<file path="src/rtl/fetch_prefetch_queue_if.sv">
// Fetch unit bundle: redirect inputs, single-outstanding AXI read user port,
// and the IF->ID valid/ready handoff. master = fetch unit, slave = environment.
interface fetch_prefetch_queue_if #(
  parameter int ADDR_W = 32,
  parameter int INST_W = 32,
  parameter int DEPTH  = 4
);
  localparam int CNT_W = $clog2(DEPTH) + 1;

  logic [ADDR_W:0]          jbr_bus;
  logic [ADDR_W:0]          exc_bus;
  logic                     axi_start;
  logic [ADDR_W-1:0]        axi_addr;
  logic                     axi_done;
  logic [INST_W-1:0]        axi_rdata;
  logic                     axi_busy;
  logic                     IF_valid;
  logic                     ID_ready;
  logic [ADDR_W+INST_W-1:0] IF_ID_bus;
  logic [ADDR_W-1:0]        IF_pc;
  logic [INST_W-1:0]        IF_inst;
  logic [CNT_W-1:0]         fifo_count;

  modport master (
    input  jbr_bus, exc_bus, axi_done, axi_rdata, axi_busy, ID_ready,
    output axi_start, axi_addr, IF_valid, IF_ID_bus, IF_pc, IF_inst, fifo_count
  );
  modport slave (
    output jbr_bus, exc_bus, axi_done, axi_rdata, axi_busy, ID_ready,
    input  axi_start, axi_addr, IF_valid, IF_ID_bus, IF_pc, IF_inst, fifo_count
  );
endinterface

</file>
<file path="src/rtl/fetch_prefetch_queue.sv">
// Sequential instruction prefetcher: one outstanding read at a time, returned
// {pc, inst} pairs buffered in a circular queue, flushed on jump/exception redirect.
module fetch_prefetch_queue #(
  parameter int              ADDR_W     = 32,
  parameter int              INST_W     = 32,
  parameter int              DEPTH      = 4,
  parameter logic [ADDR_W-1:0] START_ADDR = '0,
  parameter int              PC_STEP    = 4
) (
  input logic                   clk,
  input logic                   resetn,
  fetch_prefetch_queue_if.master bus
);
  localparam int PTR_W = $clog2(DEPTH);
  localparam int CNT_W = PTR_W + 1;
  localparam int ENT_W = ADDR_W + INST_W;

  typedef enum logic [1:0] {IDLE, REQ, WAIT} state_t;

  state_t            state, state_n;
  logic [ADDR_W-1:0] fetch_pc, fetch_pc_n;
  logic [ADDR_W-1:0] addr_q, addr_n;
  logic              discard, discard_n;
  logic [PTR_W-1:0]  rd_ptr, wr_ptr;
  logic [CNT_W-1:0]  count;
  logic [ENT_W-1:0]  mem [DEPTH];
  logic [ENT_W-1:0]  head;

  logic              exc_vld, jbr_tkn, redir;
  logic [ADDR_W-1:0] target;
  logic              full, issue, push, pop;

  assign exc_vld = bus.exc_bus[ADDR_W];
  assign jbr_tkn = bus.jbr_bus[ADDR_W];
  assign redir   = exc_vld | jbr_tkn;
  assign target  = exc_vld ? bus.exc_bus[ADDR_W-1:0] : bus.jbr_bus[ADDR_W-1:0];

  assign full  = (count == CNT_W'(DEPTH));
  assign issue = (state == IDLE) && !redir && !bus.axi_busy && !discard && !full;
  assign push  = (state == WAIT) && bus.axi_done && !discard && !redir;
  assign pop   = (count != '0) && bus.ID_ready && !redir;

  always_comb begin
    state_n    = state;
    fetch_pc_n = fetch_pc;
    addr_n     = addr_q;
    discard_n  = discard;
    case (state)
      IDLE: if (issue) begin
        state_n    = REQ;
        addr_n     = fetch_pc;
        fetch_pc_n = fetch_pc + ADDR_W'(PC_STEP);
      end
      REQ:     state_n = WAIT;
      WAIT:    if (bus.axi_done) state_n = IDLE;
      default: state_n = IDLE;
    endcase
    // A response landing in WAIT on the redirect cycle is dropped right here,
    // so nothing is left in flight to discard later.
    if (redir) begin
      fetch_pc_n = target;
      if (state != IDLE || bus.axi_done)
        discard_n = !(state == WAIT && bus.axi_done);
    end else if (bus.axi_done && state != REQ && discard) begin
      discard_n = 1'b0;
    end
  end

  always_ff @(posedge clk or negedge resetn) begin
    if (!resetn) begin
      state    <= IDLE;
      fetch_pc <= START_ADDR;
      addr_q   <= START_ADDR;
      discard  <= 1'b0;
    end else begin
      state    <= state_n;
      fetch_pc <= fetch_pc_n;
      addr_q   <= addr_n;
      discard  <= discard_n;
    end
  end

  always_ff @(posedge clk or negedge resetn) begin
    if (!resetn) begin
      rd_ptr <= '0;
      wr_ptr <= '0;
      count  <= '0;
    end else if (redir) begin
      rd_ptr <= '0;
      wr_ptr <= '0;
      count  <= '0;
    end else begin
      if (push) wr_ptr <= wr_ptr + 1'b1;
      if (pop)  rd_ptr <= rd_ptr + 1'b1;
      case ({push, pop})
        2'b10:   count <= count + 1'b1;
        2'b01:   count <= count - 1'b1;
        default: count <= count;
      endcase
    end
  end

  always_ff @(posedge clk) begin
    if (push) mem[wr_ptr] <= {addr_q, bus.axi_rdata};
  end

  always @(posedge clk) begin
    if (resetn && push && !pop) assert (!full);
  end

  assign head           = (count != '0) ? mem[rd_ptr] : '0;
  assign bus.axi_start  = (state == REQ);
  assign bus.axi_addr   = addr_q;
  assign bus.IF_valid   = (count != '0);
  assign bus.IF_ID_bus  = head;
  assign bus.IF_pc      = head[ENT_W-1:INST_W];
  assign bus.IF_inst    = head[INST_W-1:0];
  assign bus.fifo_count = count;
endmodule
</file>
<file path="src/flat_wrapper.sv">
// flat-port wrapper written by rule: the top's interface ports become plain ports
module fetch_prefetch_queue_flat 
#(
  parameter int              ADDR_W     = 32,
  parameter int              INST_W     = 32,
  parameter int              DEPTH      = 4,
  parameter logic [ADDR_W-1:0] START_ADDR = '0,
  parameter int              PC_STEP    = 4
)
  (clk, resetn, bus_jbr_bus, bus_exc_bus, bus_axi_done, bus_axi_rdata, bus_axi_busy, bus_ID_ready, bus_axi_start, bus_axi_addr, bus_IF_valid, bus_IF_ID_bus, bus_IF_pc, bus_IF_inst, bus_fifo_count);
  fetch_prefetch_queue_if #(.ADDR_W(ADDR_W), .INST_W(INST_W), .DEPTH(DEPTH)) bus_i ();
  input logic clk;
  input logic resetn;
  input wire logic [$bits(bus_i.jbr_bus)-1:0] bus_jbr_bus;
  input wire logic [$bits(bus_i.exc_bus)-1:0] bus_exc_bus;
  input wire logic [$bits(bus_i.axi_done)-1:0] bus_axi_done;
  input wire logic [$bits(bus_i.axi_rdata)-1:0] bus_axi_rdata;
  input wire logic [$bits(bus_i.axi_busy)-1:0] bus_axi_busy;
  input wire logic [$bits(bus_i.ID_ready)-1:0] bus_ID_ready;
  output wire logic [$bits(bus_i.axi_start)-1:0] bus_axi_start;
  output wire logic [$bits(bus_i.axi_addr)-1:0] bus_axi_addr;
  output wire logic [$bits(bus_i.IF_valid)-1:0] bus_IF_valid;
  output wire logic [$bits(bus_i.IF_ID_bus)-1:0] bus_IF_ID_bus;
  output wire logic [$bits(bus_i.IF_pc)-1:0] bus_IF_pc;
  output wire logic [$bits(bus_i.IF_inst)-1:0] bus_IF_inst;
  output wire logic [$bits(bus_i.fifo_count)-1:0] bus_fifo_count;
  assign bus_i.jbr_bus = bus_jbr_bus;
  assign bus_i.exc_bus = bus_exc_bus;
  assign bus_i.axi_done = bus_axi_done;
  assign bus_i.axi_rdata = bus_axi_rdata;
  assign bus_i.axi_busy = bus_axi_busy;
  assign bus_i.ID_ready = bus_ID_ready;
  assign bus_axi_start = bus_i.axi_start;
  assign bus_axi_addr = bus_i.axi_addr;
  assign bus_IF_valid = bus_i.IF_valid;
  assign bus_IF_ID_bus = bus_i.IF_ID_bus;
  assign bus_IF_pc = bus_i.IF_pc;
  assign bus_IF_inst = bus_i.IF_inst;
  assign bus_fifo_count = bus_i.fifo_count;
  fetch_prefetch_queue #(.ADDR_W(ADDR_W), .INST_W(INST_W), .DEPTH(DEPTH), .START_ADDR(START_ADDR), .PC_STEP(PC_STEP)) u_core (.clk(clk), .resetn(resetn), .bus(bus_i));
endmodule
</file>
<file path="config.mk">
export PLATFORM = sky130hd
export DESIGN_NAME = fetch_prefetch_queue_flat
export DESIGN_NICKNAME = d
export VERILOG_FILES = /design/src/rtl/fetch_prefetch_queue_if.sv /design/src/rtl/fetch_prefetch_queue.sv /design/src/flat_wrapper.sv
export SDC_FILE = /design/constraint.sdc
export NUM_CORES = 1
export LEC_CHECK = 0
export ABC_CLOCK_PERIOD_IN_PS = 3500
export BUFFER_PORTS_ARGS = -buffer_cell sky130_fd_sc_hd__clkbuf_2
export CAP_MARGIN = 40
export CELL_PAD_IN_SITES_DETAIL_PLACEMENT = 1
export CELL_PAD_IN_SITES_GLOBAL_PLACEMENT = 1
export CORE_UTILIZATION = 30
export DETAILED_ROUTE_END_ITERATION = 8
export PLACE_DENSITY_LB_ADDON = 0.12
export SLEW_MARGIN = 5
export SYNTH_ARGS = -nofsm -noshare
export SYNTH_HDL_FRONTEND = slang
export SYNTH_SLANG_ARGS = --single-unit
</file>
<file path="constraint.sdc">
create_clock -name clk -period 3.5 [get_ports clk]
set_input_delay 0.35 -clock clk [delete_from_list [all_inputs] [get_ports clk]]
set_output_delay 0.35 -clock clk [all_outputs]
set_load 0.01 [all_outputs]
</file>
==> run summary, run 1 <==
In this run the static leakage power is 6.58 nW. By startpoint and endpoint, the worst setup path is classified as reg -> out. The multiplexer share of the synthesized area came out at 0.111. The data arrival time at the worst-slack endpoint was 2550 ps. The overall die area is 47,800 um2, and the worst max-slew margin expressed relative to the limit is 0.502.

The H-tree depth reported by CTS was 2; the area of the mapped netlist was 14,100 um2. The aggregate negative setup slack was 0 ps. The critical path launch point type was a flip-flop.

The first detailed-routing pass took 4 iterations. Based on the critical path, the design can be clocked at up to 344 MHz. The share of synthesized registers carrying an async set or reset was 0.224; the ratio of final minimum period to clock period was 0.830. Area growth from synthesis to layout: 22.3%. In the synthesized netlist, the cells that appear most often are sky130_fd_sc_hd__edfxtp_1 (256), sky130_fd_sc_hd__nand2_1 (109), sky130_fd_sc_hd__dfrtp_1 (74).

The sequential fraction of the synthesis area was 0.678; the simple-gate area share of the yosys netlist was 0.102. TritonCTS built the clock tree. The most used flip-flop cell after synthesis is sky130_fd_sc_hd__edfxtp_1. The number of placed instances, taps included, is 1,710. The tool flagged a number of max-cap violations equal to 0. Number of distinct library cells after synthesis: 56.

The number of nets handed over by synthesis was 1,026. The worst-case IR drop observed on VDD is 0.000283 V. The final layout contains routed wiring with a total length of 38,500 um. The startpoint of the lowest-slack hold path is bus_axi_rdata[5]. Routability-driven placement finished with a final weighted congestion of 0.744. At the pin with the least slew margin, the transition time is 741 ps.

The flow ran to the end, and the final reports show no timing, DRC or antenna violations. The tools report the number of DRC violations after detailed routing as 0. In this run the power density over the cells is 546 nW/um2. In this run the vertical extent of the chip is 219 um. After detailed routing, the average wire length per cell comes to 21.5 um. The smallest clock period supported by the final layout is computed as 2900 ps.

The total via count in the routed design was 8,491; the hold-critical path depth was 1. Most frequent cell after synthesis: sky130_fd_sc_hd__edfxtp_1. The run gives 5 as the number of antenna violations at the first check in global routing. Setup violations remaining at the end of the flow were counted as 0. The number of non-filler instances in the completed layout was 1,789; the layout net count was 1,258.

The number of buffers inserted during clock tree synthesis was 39. For this design, the sink count on the clock tree is 330. The total overflow left after global routing is 0.

The reg-to-reg critical path endpoint is u_core.bus.fifo_count[2]$_DFFE_PN0P_. For the wire length of the first global-routing pass, the log shows 57,800 um. The count of nets left with antenna violations once routing finished came out at 0.

In this run the critical register-to-register path is launched from u_core.state[1]$_DFFE_PN0P_. The number of global-route vias before repair is 8,884, and the number of input and output port buffers inserted is 267. The mean cell area of the mapped netlist works out to 15.4 um2.

The run gives 0 as the final hold violation count. The run gives 0.165 as the overall track demand over capacity in global routing. The worst hold path terminates at u_core.mem[0][5]$_DFFE_PP_. The dominant combinational cell family by area after synthesis was multiplexers. Entering global routing, the biggest net connects 67 pins. Of all cell types, the one taking the most synthesized area is sky130_fd_sc_hd__edfxtp_1. Setup repair after global routing left no endpoint under its margin. After synthesis the netlist holds a flip-flop and latch count of 330. Clock-pin slew was measured on the worst setup and hold paths at 60 ps. In this run the post-CTS setup repair buffer count came out at 0. The share of final-layout standard cells stronger than drive strength 1 was 0.369. The floorplan step defined a core boundary enclosing 46,500 um2. Clock tree synthesis selected as its root buffer the cell sky130_fd_sc_hd__clkbuf_16. The flop-to-flop setup slack was 830 ps; the fraction of post-synthesis cell area in the top cell type by area was 0.546. The worst hold path belongs to the class in -> reg. By area the synthesized netlist is led by sky130_fd_sc_hd__edfxtp_1 (55%), sky130_fd_sc_hd__dfrtp_1 (13%), sky130_fd_sc_hd__mux4_2 (10%), sky130_fd_sc_hd__buf_4 (3.4%), sky130_fd_sc_hd__and2_1 (3.0%). For the placed wire-length estimate after detailed placement, the log shows 25,400 um. The synthesized-area fraction occupied by ao, oa, aoi and oai cells works out to 0.0431. In the routed layout, each cell is associated on average with a via count of 4.75. The logs give 0.303 for the effective utilization at floorplan and 268 for the number of ports placed on the die boundary.

The count of cells along the worst register-to-register path came out at 9. In this run the worst path has a maximum fanout of 30. The worst setup path is captured at an output port. The logs give 0 for the final-report max-slew violation count and 3 for the maximum root-to-sink buffer count.

The arithmetic-cell share of the synthesized area counting full adders, half adders and majority gates works out to 0.00676. The fraction of synthesized cell area in xor and xnor cells is 0.00996, and the clock latency of the later-clocked register in the worst-skew pair is 540 ps. Counting flops with a built-in enable in the synthesized netlist gives 256. The site row count is 79.

The Yosys step of the flow raised 0 warnings. The width of the die is 219 um. Synthesis produced a netlist whose cell count is 916. The endpoint required time on the critical path was 3150 ps; the number of design-rule violations left by the first detailed-router iteration was 466. The clock skew after layout came out at 14.4 ps.
-- sequential cells by signal (all words and copies together) (netlist names) --
signal / count
u_core.wr_ptr: 2
u_core.fetch_pc: 32
u_core.bus.axi_addr: 32
u_core.mem: 256
u_core.state: 2
u_core.discard: 1
u_core.bus.fifo_count: 3
u_core.rd_ptr: 2
-- what timing repair did --
action / in CTS / in global routing
endpoints found under the hold margin: 66 / 0
gates resized for setup: 0 / 0
hold buffers: 4 / 0
-- critical path: stages, from the launching register on --
cell and delay (ps):
sky130_fd_sc_hd__dfrtp_4 740, sky130_fd_sc_hd__buf_12 340, sky130_fd_sc_hd__mux4_2 560, sky130_fd_sc_hd__and2_1 210
sky130_fd_sc_hd__clkbuf_2 140
-- kinds of logic (layout without fill, tap and decap cells) --
group           Yosys count  after routing
compound gates           93             93
buf+inv                 118            380
other cells               0              4
flops                   330            330
xor+xnor                 16             16
simple gates            276            276
mux                      76             76
fa+ha+maj                 7              7
-- layout by cell type (no fill, tap or decap), drive strengths merged, types with 4 or more instances in the layout --
master / count
nor4: 6
buf: 28
clkinv: 12
nand4: 10
nor3b: 5
a31oi: 4
mux4: 64
o22ai: 4
nand3: 14
ha: 6
xor2: 7
inv: 11
diode: 4
a21oi: 20
a22oi: 9
a221o: 4
clkbuf: 322
a211oi: 8
nor2b: 9
nor3: 7
xnor2: 9
and3: 7
nor2: 26
or3: 5
o21ai: 24
mux2i: 12
nand2: 109
edfxtp: 256
a311oi: 4
dlygate4sd3: 4
and2: 68
dfrtp: 74
a221oi: 4
-- worst max path at each step --
stage	to	slack, ps	start
finish	bus_IF_ID_bus[38]	600	u_core.rd_ptr[0]$_DFFE_PN0P_
global route	bus_IF_pc[6]	410	u_core.rd_ptr[0]$_DFFE_PN0P_
CTS	bus_IF_pc[6]	480	u_core.rd_ptr[0]$_DFFE_PN0P_
detailed placement	u_core.bus.fifo_count[2]$_DFFE_PN0P_	840	u_core.state[1]$_DFFE_PN0P_
global placement	u_core.bus.fifo_count[2]$_DFFE_PN0P_	850	u_core.state[1]$_DFFE_PN0P_
floorplan	u_core.mem[0][0]$_DFFE_PP_	430	bus_jbr_bus[32]
-- stage by stage --
stage / setup slack, ps / total power [W] / cell area [um2] / util / hold slack [ps]
finish: 596 / 0.00940 / 17200 / 0.371 / 36.4
detailed placement: 844 / 0.00545 / 15900 / 0.342 / 379
global placement: 851 / 0.00542 / 15800 / 0.341 / 472
CTS: 481 / 0.00958 / 17200 / 0.370 / 0.134
global route: 411 / 0.00979 / 17200 / 0.370 / 7.93
floorplan: 430 / 0.00501 / 14100 / - / 54.4
-- per-layer routing --
| layer | track usage | part of all wire | up-vias |
|---|---|---|---|
| met5 | 0 | 0.00031 | - |
| met4 | 0.0373 | 0.015 | 2 |
| met3 | 0.0402 | 0.057 | 37 |
| met2 | 0.253 | 0.46 | 213 |
| met1 | 0.233 | 0.46 | 4380 |
| li1 | - | - | 3859 |
-- final cells by class --
| class | instances | area [um2] |
|---|---|---|
| Timing Repair Buffer | 298 | 1700 |
| Antenna cell | 4 | 10.0 |
| Multi-Input combinational cell | 468 | 3860 |
| Inverter | 11 | 41.3 |
| Fill cell | 4832 | 29200 |
| Sequential cell | 330 | 9550 |
| Clock inverter | 15 | 165 |
| Tap cell | 607 | 759 |
| Clock buffer | 56 | 1120 |
-- power by group --
| group | total [W] | leakage [nW] | switching [W] | internal, W |
|---|---|---|---|---|
| Sequential | 0.00476 | 3.25 | 0.000261 | 0.00450 |
| Combinational | 0.000586 | 2.69 | 0.000349 | 0.000237 |
| Clock | 0.00406 | 0.632 | 0.00159 | 0.00246 |
| Total | 0.00940 | 6.58 | 0.00220 | 0.00720 |
Note: power is estimated with default switching activity, not from simulation.
==> inputs of run 2 (changes only) <==
--- a/config.mk
+++ b/config.mk
@@ -5,7 +5,7 @@
 export SDC_FILE = /design/constraint.sdc
 export NUM_CORES = 1
 export LEC_CHECK = 0
-export ABC_CLOCK_PERIOD_IN_PS = 3500
+export ABC_CLOCK_PERIOD_IN_PS = 2700
 export BUFFER_PORTS_ARGS = -buffer_cell sky130_fd_sc_hd__clkbuf_2
 export CAP_MARGIN = 40
 export CELL_PAD_IN_SITES_DETAIL_PLACEMENT = 1
==> constraint.sdc (replaced) <==
create_clock -name clk -period 2.7 [get_ports clk]
set_input_delay 0.27 -clock clk [delete_from_list [all_inputs] [get_ports clk]]
set_output_delay 0.27 -clock clk [all_outputs]
set_load 0.01 [all_outputs]
==> run summary, run 2 (same netlist as run 1, synthesis figures left out) <==
The flow ran to the end, and the final reports show no timing, DRC or antenna violations. No sink is reached through more buffers than the 3 on the longest clock path. For the maximum number of pins on one net before global-route repair, the log shows 67. The width of the die came out at 219 um. For the final-report max-slew violation count, the log shows 0.

For this run, the top clock speed supported by timing is 397 MHz. The worst slack at placement is 252 ps. Part of the power in the clock network: 0.416.

At the end of routability-driven placement, the weighted congestion stood at 0.762. Clock skew after layout: 24.7 ps. The die outline height works out to 219 um. The tools report the start of the worst register-to-register path as u_core.state[0]$_DFFE_PN0P_. The tools report the critical path launch point type as a flip-flop. Setup repair after global routing left no endpoint under its margin.

For this block, the via count after detailed routing is 8,680. Of all nets on the critical path, the largest fanout is 19. The clock latency of the later-clocked register in the worst-skew pair is 550 ps, and the clock slew at the register clock pins of the worst setup and hold paths is 60 ps.

The share of final-layout standard cells stronger than drive strength 1 is 0.360, and the clock period minus final worst setup slack is 2520 ps. The run gives 0.631 as the worst max-slew margin expressed relative to the limit. The power per standard cell area came out at 677 nW/um2.

Clock tree synthesis found a total of 330 sinks. For the part of the total power dissipated in combinational logic, the log shows 0.068. For this run the aggregate overflow at the end of global routing stands at 0.

The logs give 1,310 for the layout net count and 4,844 for the count of fill cells added during filler insertion. Number of flip-flops in the largest register: 256. The tree is rooted in a sky130_fd_sc_hd__clkbuf_16.

The worst hold path begins at bus_jbr_bus[1]. After detailed routing, the average wire length per cell comes to 20.8 um. The number of DRC violations after detailed routing came out at 0.

The final setup violation count was 0; the cell leakage power was 6.76 nW. The run gives 16,000 um2 as the area after detailed placement. u_core.mem holds more flip-flops than any other register. TritonCTS built the clock tree.

The effective utilization at floorplan came out at 0.303. The tools report the overall track demand over capacity in global routing as 0.163. Compared with the post-synthesis result, the final layout area differs by 25.3%. The worst-case setup margin in the final layout was 180 ps.

The site row count was 79; the number of buffers inserted during clock tree synthesis was 40. The analysis attributes to net switching a power of 0.00287 W. The HPWL after detailed placement is 25,500 um. STA puts the critical path data required time at 3120 ps.

The logs give 0.516 for the proportion of power drawn by flip-flops and latches and 2940 ps for the data arrival time at the worst-slack endpoint. The die covers 47,800 um2. Cell internal power was estimated by the tool at 0.00907 W. The tools report the aggregate negative setup slack as 0 ps.

The first detailed-routing pass took 4 iterations. The finished layout cell area came out at 17,600 um2. The capturing element type of the critical path is a flip-flop. In this run the worst hold path is classified as in -> reg.

The final-layout worst hold slack was 44.3 ps; the slew at the pin closest to its max-slew limit was 553 ps. The run gives 9,249 as the number of global-route vias before repair. IR analysis of the VDD net gives a maximum drop of 0.000323 V.

The count of nets left with antenna violations after detail routing was 0; the total of max-cap violations was 0. The library cells used most frequently in the layout, excluding fill and tap cells, are sky130_fd_sc_hd__clkbuf_2 (266), sky130_fd_sc_hd__edfxtp_1 (256), sky130_fd_sc_hd__nand2_1 (109). The wire length of the first global-routing pass was 58,000 um. Class of the most critical setup path: reg -> reg.

The number of ports placed on the die boundary is 268, and the final wirelength is 38,200 um. The most critical setup path has its startpoint at u_core.state[0]$_DFFE_PN0P_. The detail-routed via count per cell came out at 4.72. The first routing iteration left 503 violations. The fraction of power spent switching nets came out at 0.241. The final hold violation count is 0. The ratio of final minimum period to clock period was 0.933.

The run gives 2 as the number of antenna violations at the first check in global routing. 0 antenna diodes ended up in the layout. Commonest non-fill, non-tap cell in the layout: sky130_fd_sc_hd__clkbuf_2. Port buffering added 267 buffers. The H-tree depth reported by CTS was 2; the area of the core was 46,500 um2.
-- run 2: cell count changes in the layout (fill, tap and decap cells not counted), moves of 2 or more --
cell / previous run / this run
sky130_fd_sc_hd__dlygate4sd3_1: 4 / 45
sky130_fd_sc_hd__diode_2: 4 / 0
sky130_fd_sc_hd__bufinv_16: 3 / 1
sky130_fd_sc_hd__clkinvlp_4: 0 / 2
sky130_fd_sc_hd__clkbuf_1: 12 / 18
sky130_fd_sc_hd__clkbuf_16: 42 / 40
sky130_fd_sc_hd__buf_12: 8 / 11
sky130_fd_sc_hd__clkinv_1: 3 / 1
sky130_fd_sc_hd__buf_4: 19 / 25
-- run 2: metal layers --
metal	share of wire	GRT usage
met5	0.00068	0
met4	0.017	0.0380
met3	0.048	0.0354
met2	0.46	0.255
met1	0.47	0.229
-- run 2: worst max-delay path: stages, from the launching register on --
cell and delay (ps):
sky130_fd_sc_hd__dfrtp_1 430, sky130_fd_sc_hd__nor4_1 470, sky130_fd_sc_hd__nand3_2 150, sky130_fd_sc_hd__inv_2 320, sky130_fd_sc_hd__o21ai_0 180, sky130_fd_sc_hd__a221o_1 280
sky130_fd_sc_hd__dlygate4sd3_1 560
-- run 2: metrics by stage --
stage | instances | total power (W) | util
after floorplan | 916 | 0.00650 | -
after global placement | 1717 | 0.00704 | 0.343
after detailed placement | 1718 | 0.00706 | 0.344
after CTS | 1838 | 0.0122 | 0.380
after global routing | 1838 | 0.0125 | 0.380
final | 1838 | 0.0119 | 0.380
-- run 2: layout make-up --
type                       count  area (um2)  area share
multi-input combinational    468        3860       0.219
timing repair buffer         349        2230       0.126
tap                          607         759      0.0431
clock buffer                  59        1080      0.0614
sequential                   330        9550       0.541
inverter                      11        41.3     0.00234
clock inverter                14         118     0.00667
-- run 2: path summary, 6_finish.rpt --
| check | end | slack [ps] | cells past startpoint |
|---|---|---|---|
| worst max-delay path | u_core.fetch_pc[3]$_DFFE_PN0P_ | 180 | 6 |
| worst min-delay path | u_core.fetch_pc[1]$_DFFE_PN0P_ | 40 | 3 |
| worst max register to register | u_core.fetch_pc[3]$_DFFE_PN0P_ | 180 | 6 |
| worst min register to register | u_core.bus.axi_addr[0]$_DFFE_PN0P_ | 480 | 2 |
| max in group asynchronous | u_core.bus.axi_addr[7]$_DFFE_PN0P_ | 1760 | 4 |
| min in group asynchronous | u_core.fetch_pc[5]$_DFFE_PN0P_ | 170 | 2 |
-- run 2: power groups by stage --
stage                     clock (W)  sequential [W]  combinational [W]
final                       0.00497         0.00616           0.000818
after global routing        0.00534         0.00621           0.000920
after CTS                   0.00515         0.00618           0.000842
after detailed placement          0         0.00628           0.000778
after global placement            0         0.00627           0.000769
after floorplan                   0         0.00620           0.000296
-- run 2: what timing repair did --
action | in CTS | in global routing
hold buffers | 45 | 0
pin swaps | 0 | 0
endpoints found under the setup margin | 76 | 109
gates resized for setup | 0 | 1
setup buffers | 2 | 0
endpoints found under the hold margin | 200 | 0
==> inputs of run 3 (changes only) <==
--- a/config.mk
+++ b/config.mk
@@ -10,7 +10,7 @@
 export CAP_MARGIN = 40
 export CELL_PAD_IN_SITES_DETAIL_PLACEMENT = 1
 export CELL_PAD_IN_SITES_GLOBAL_PLACEMENT = 1
-export CORE_UTILIZATION = 30
+export CORE_UTILIZATION = 46
 export DETAILED_ROUTE_END_ITERATION = 8
 export PLACE_DENSITY_LB_ADDON = 0.12
 export SLEW_MARGIN = 5
==> run summary, run 3 (same netlist as run 1, synthesis figures left out) <==
The fraction of power spent switching nets was 0.232; the data arrival time at the worst-slack endpoint was 2290 ps. IR analysis of the VDD net gives a maximum drop of 0.000368 V. The clock latency of the later-clocked register in the worst-skew pair was 530 ps; the remaining global-route overflow was 0. The width of the die is 177 um.

The final wirelength is 33,800 um, and the total via count in the routed design is 8,649. At the pin with the least slew margin, the transition time is 679 ps. The logs give 0.0318 for the met3 usage and 9,129 for the number of global-route vias before repair. The number of hold buffers added after CTS was 41.

More flip-flops sit in one register than any other, and that register is u_core.mem. On the critical path, the stage with the largest delay is an instance of sky130_fd_sc_hd__or3_2. Ratio of final minimum period to clock period: 0.946.

In this run the worst hold path is classified as in -> reg. The tools report the number of antenna violations at the first check in global routing as 0. The tools report the placed wire-length estimate after detailed placement as 23,100 um. In this run the clock root is driven by a sky130_fd_sc_hd__clkbuf_16. In the layout the commonest cells are sky130_fd_sc_hd__clkbuf_2 (266), sky130_fd_sc_hd__edfxtp_1 (256), sky130_fd_sc_hd__nand2_1 (109).

The site row count was 63; the count of cells along the worst register-to-register path was 8. The floorplan step defined a core boundary enclosing 29,900 um2. The proportion of power drawn by flip-flops and latches was 0.515; the die outline height was 177 um. The overall track demand over capacity in global routing was 0.224. The maximum single-stage delay on the critical path works out to 510 ps. The H-tree depth reported by CTS was 2.

Entering global routing, the biggest net connects 67 pins. The switching component of the power is 0.00277 W. The critical path is of the reg -> out type.

The run gives 0 as the setup fix buffers added after clock tree synthesis. The tools report the start of the worst register-to-register path as u_core.bus.fifo_count[0]$_DFFE_PN0P_. The first detailed-routing pass ran for 4 iterations. Counting instances, the worst hold path has a depth of 3. The flow ran to the end, and the final reports show no timing, DRC or antenna violations.

The worst-case setup margin in the final layout came out at 145 ps. At the end of routability-driven placement, the weighted congestion stood at 0.842. The number of design-rule violations left by the first detailed-router iteration came out at 557. In this run the remaining antenna-violating nets after routing total 0. The tools report the overall die area as 31,300 um2.

The first global-routing pass estimated 52,700 um of wire. The logs give 0.543 for the worst max-slew margin expressed relative to the limit and 0 ps for the aggregate negative setup slack. Setup repair after global routing left no endpoint under its margin. Setup violations remaining at the end of the flow were counted as 0.

For this run, design rule violations remaining after detail routing come to 0. The met2 routing resource usage after global routing was 0.375. For the met1 global-route usage, the log shows 0.310. The tools report the flop-to-flop setup slack as 260 ps. Port buffering added 267 buffers. STA classifies the critical path endpoint as an output port. The run gives 0.471 as the effective utilization at floorplan. The number of flip-flops in the largest register works out to 256. The share of final-layout standard cells stronger than drive strength 1 is 0.363. The tools report the critical path launch point type as a flip-flop.

The part of the total power dissipated in combinational logic is 0.067. The worst slack at placement came out at 257 ps. The average detailed-routed wire length per instance works out to 21.0 um. Final-report max-slew violation count: 0. In this run the worst path has a maximum fanout of 66. For the internal power consumption, the log shows 0.00917 W.

After clock tree synthesis, the repair step resized 0 gates. Counting the buffers created by CTS gives 37. The clock period minus final worst setup slack came out at 2560 ps. The detail-routed via count per cell was 5.38; the highest clock rate was 391 MHz. The cell leakage power was 6.76 nW. The power per standard cell area was 688 nW/um2; the maximum root-to-sink buffer count was 3.

The area growth from synthesis to layout is 23.4%. The endpoint required time on the critical path is 2430 ps. The worst register-to-register path ends at u_core.bus.fifo_count[2]$_DFFE_PN0P_. The commonest non-fill, non-tap cell in the layout is sky130_fd_sc_hd__clkbuf_2.

The worst hold path terminates at u_core.fetch_pc[17]$_DFFE_PN0P_. CTS saw 330 sinks. The signal on the critical path passes through or3_2 > buf_4 > and2_1 > clkbuf_2.

The part of the power in the clock network is 0.418. The run gives 1,300 as the layout net count. TritonCTS built the clock tree.

met2 is the most crowded layer. The final hold violation count is 0, and the total of max-cap violations is 0. The number of ports placed on the die boundary is 268. 0 antenna diodes ended up in the layout.

The worst hold path begins at bus_exc_bus[17]. The clock skew after layout is 19.4 ps, and the clock slew at the register clock pins of the worst setup and hold paths is 70 ps.
[run 3: power groups by stage]
stage | sequential [W] | combinational [W] | clock (W)
global placement | 0.00624 | 0.000737 | 0
floorplan | 0.00620 | 0.000296 | 0
finish | 0.00615 | 0.000803 | 0.00499
CTS | 0.00616 | 0.000818 | 0.00509
detailed placement | 0.00626 | 0.000763 | 0
global route | 0.00620 | 0.000901 | 0.00525
[run 3: area by class of cell]
class                      count  area, um2
multi-input combinational    468       3860
sequential                   330       9550
tap                          390        488
timing repair buffer         342       2200
fill                        2890      12500
inverter                      11       41.3
clock buffer                  54       1080
clock inverter                14        136
[run 3: worst max-delay path: cells and delay by family (launching register included)]
family / cells / cell delay [ps]
buf+inv: 2 / 480
simple gates: 2 / 790
flops: 1 / 450
[run 3: how the worst max path moves through the flow]
| stage | startpoint | to | depth (start not counted) |
|---|---|---|---|
| floorplan | u_core.bus.fifo_count[0]$_DFFE_PN0P_ | u_core.bus.fifo_count[2]$_DFFE_PN0P_ | 9 |
| detailed placement | u_core.bus.fifo_count[0]$_DFFE_PN0P_ | u_core.bus.fifo_count[2]$_DFFE_PN0P_ | 8 |
| finish | u_core.bus.fifo_count[0]$_DFFE_PN0P_ | bus_IF_ID_bus[32] | 4 |
| global route | u_core.bus.fifo_count[0]$_DFFE_PN0P_ | bus_IF_ID_bus[51] | 4 |
| global placement | u_core.bus.fifo_count[0]$_DFFE_PN0P_ | u_core.bus.fifo_count[2]$_DFFE_PN0P_ | 8 |
| CTS | u_core.bus.fifo_count[0]$_DFFE_PN0P_ | bus_IF_inst[14] | 4 |
[run 3: per-stage QoR]
step                      cell area (um2)  power [W]  std cells  hold WS [ps]   util
after floorplan                     14100    0.00650        916         -25.6      -
after global placement              15700    0.00698       1500           311  0.527
after detailed placement            15700    0.00702       1500           309  0.527
after CTS                           17400     0.0121       1609          3.30  0.581
after global routing                17400     0.0123       1609          24.5  0.581
final                               17400     0.0119       1609          15.9  0.581
[run 3: layer usage]
metal,share of wire,routed length (um),vias up
li1,-,-,3949
met1,0.45,15100,4390
met2,0.50,16700,263
met3,0.041,1370,47
met4,0.017,586,0
met5,0,0,-
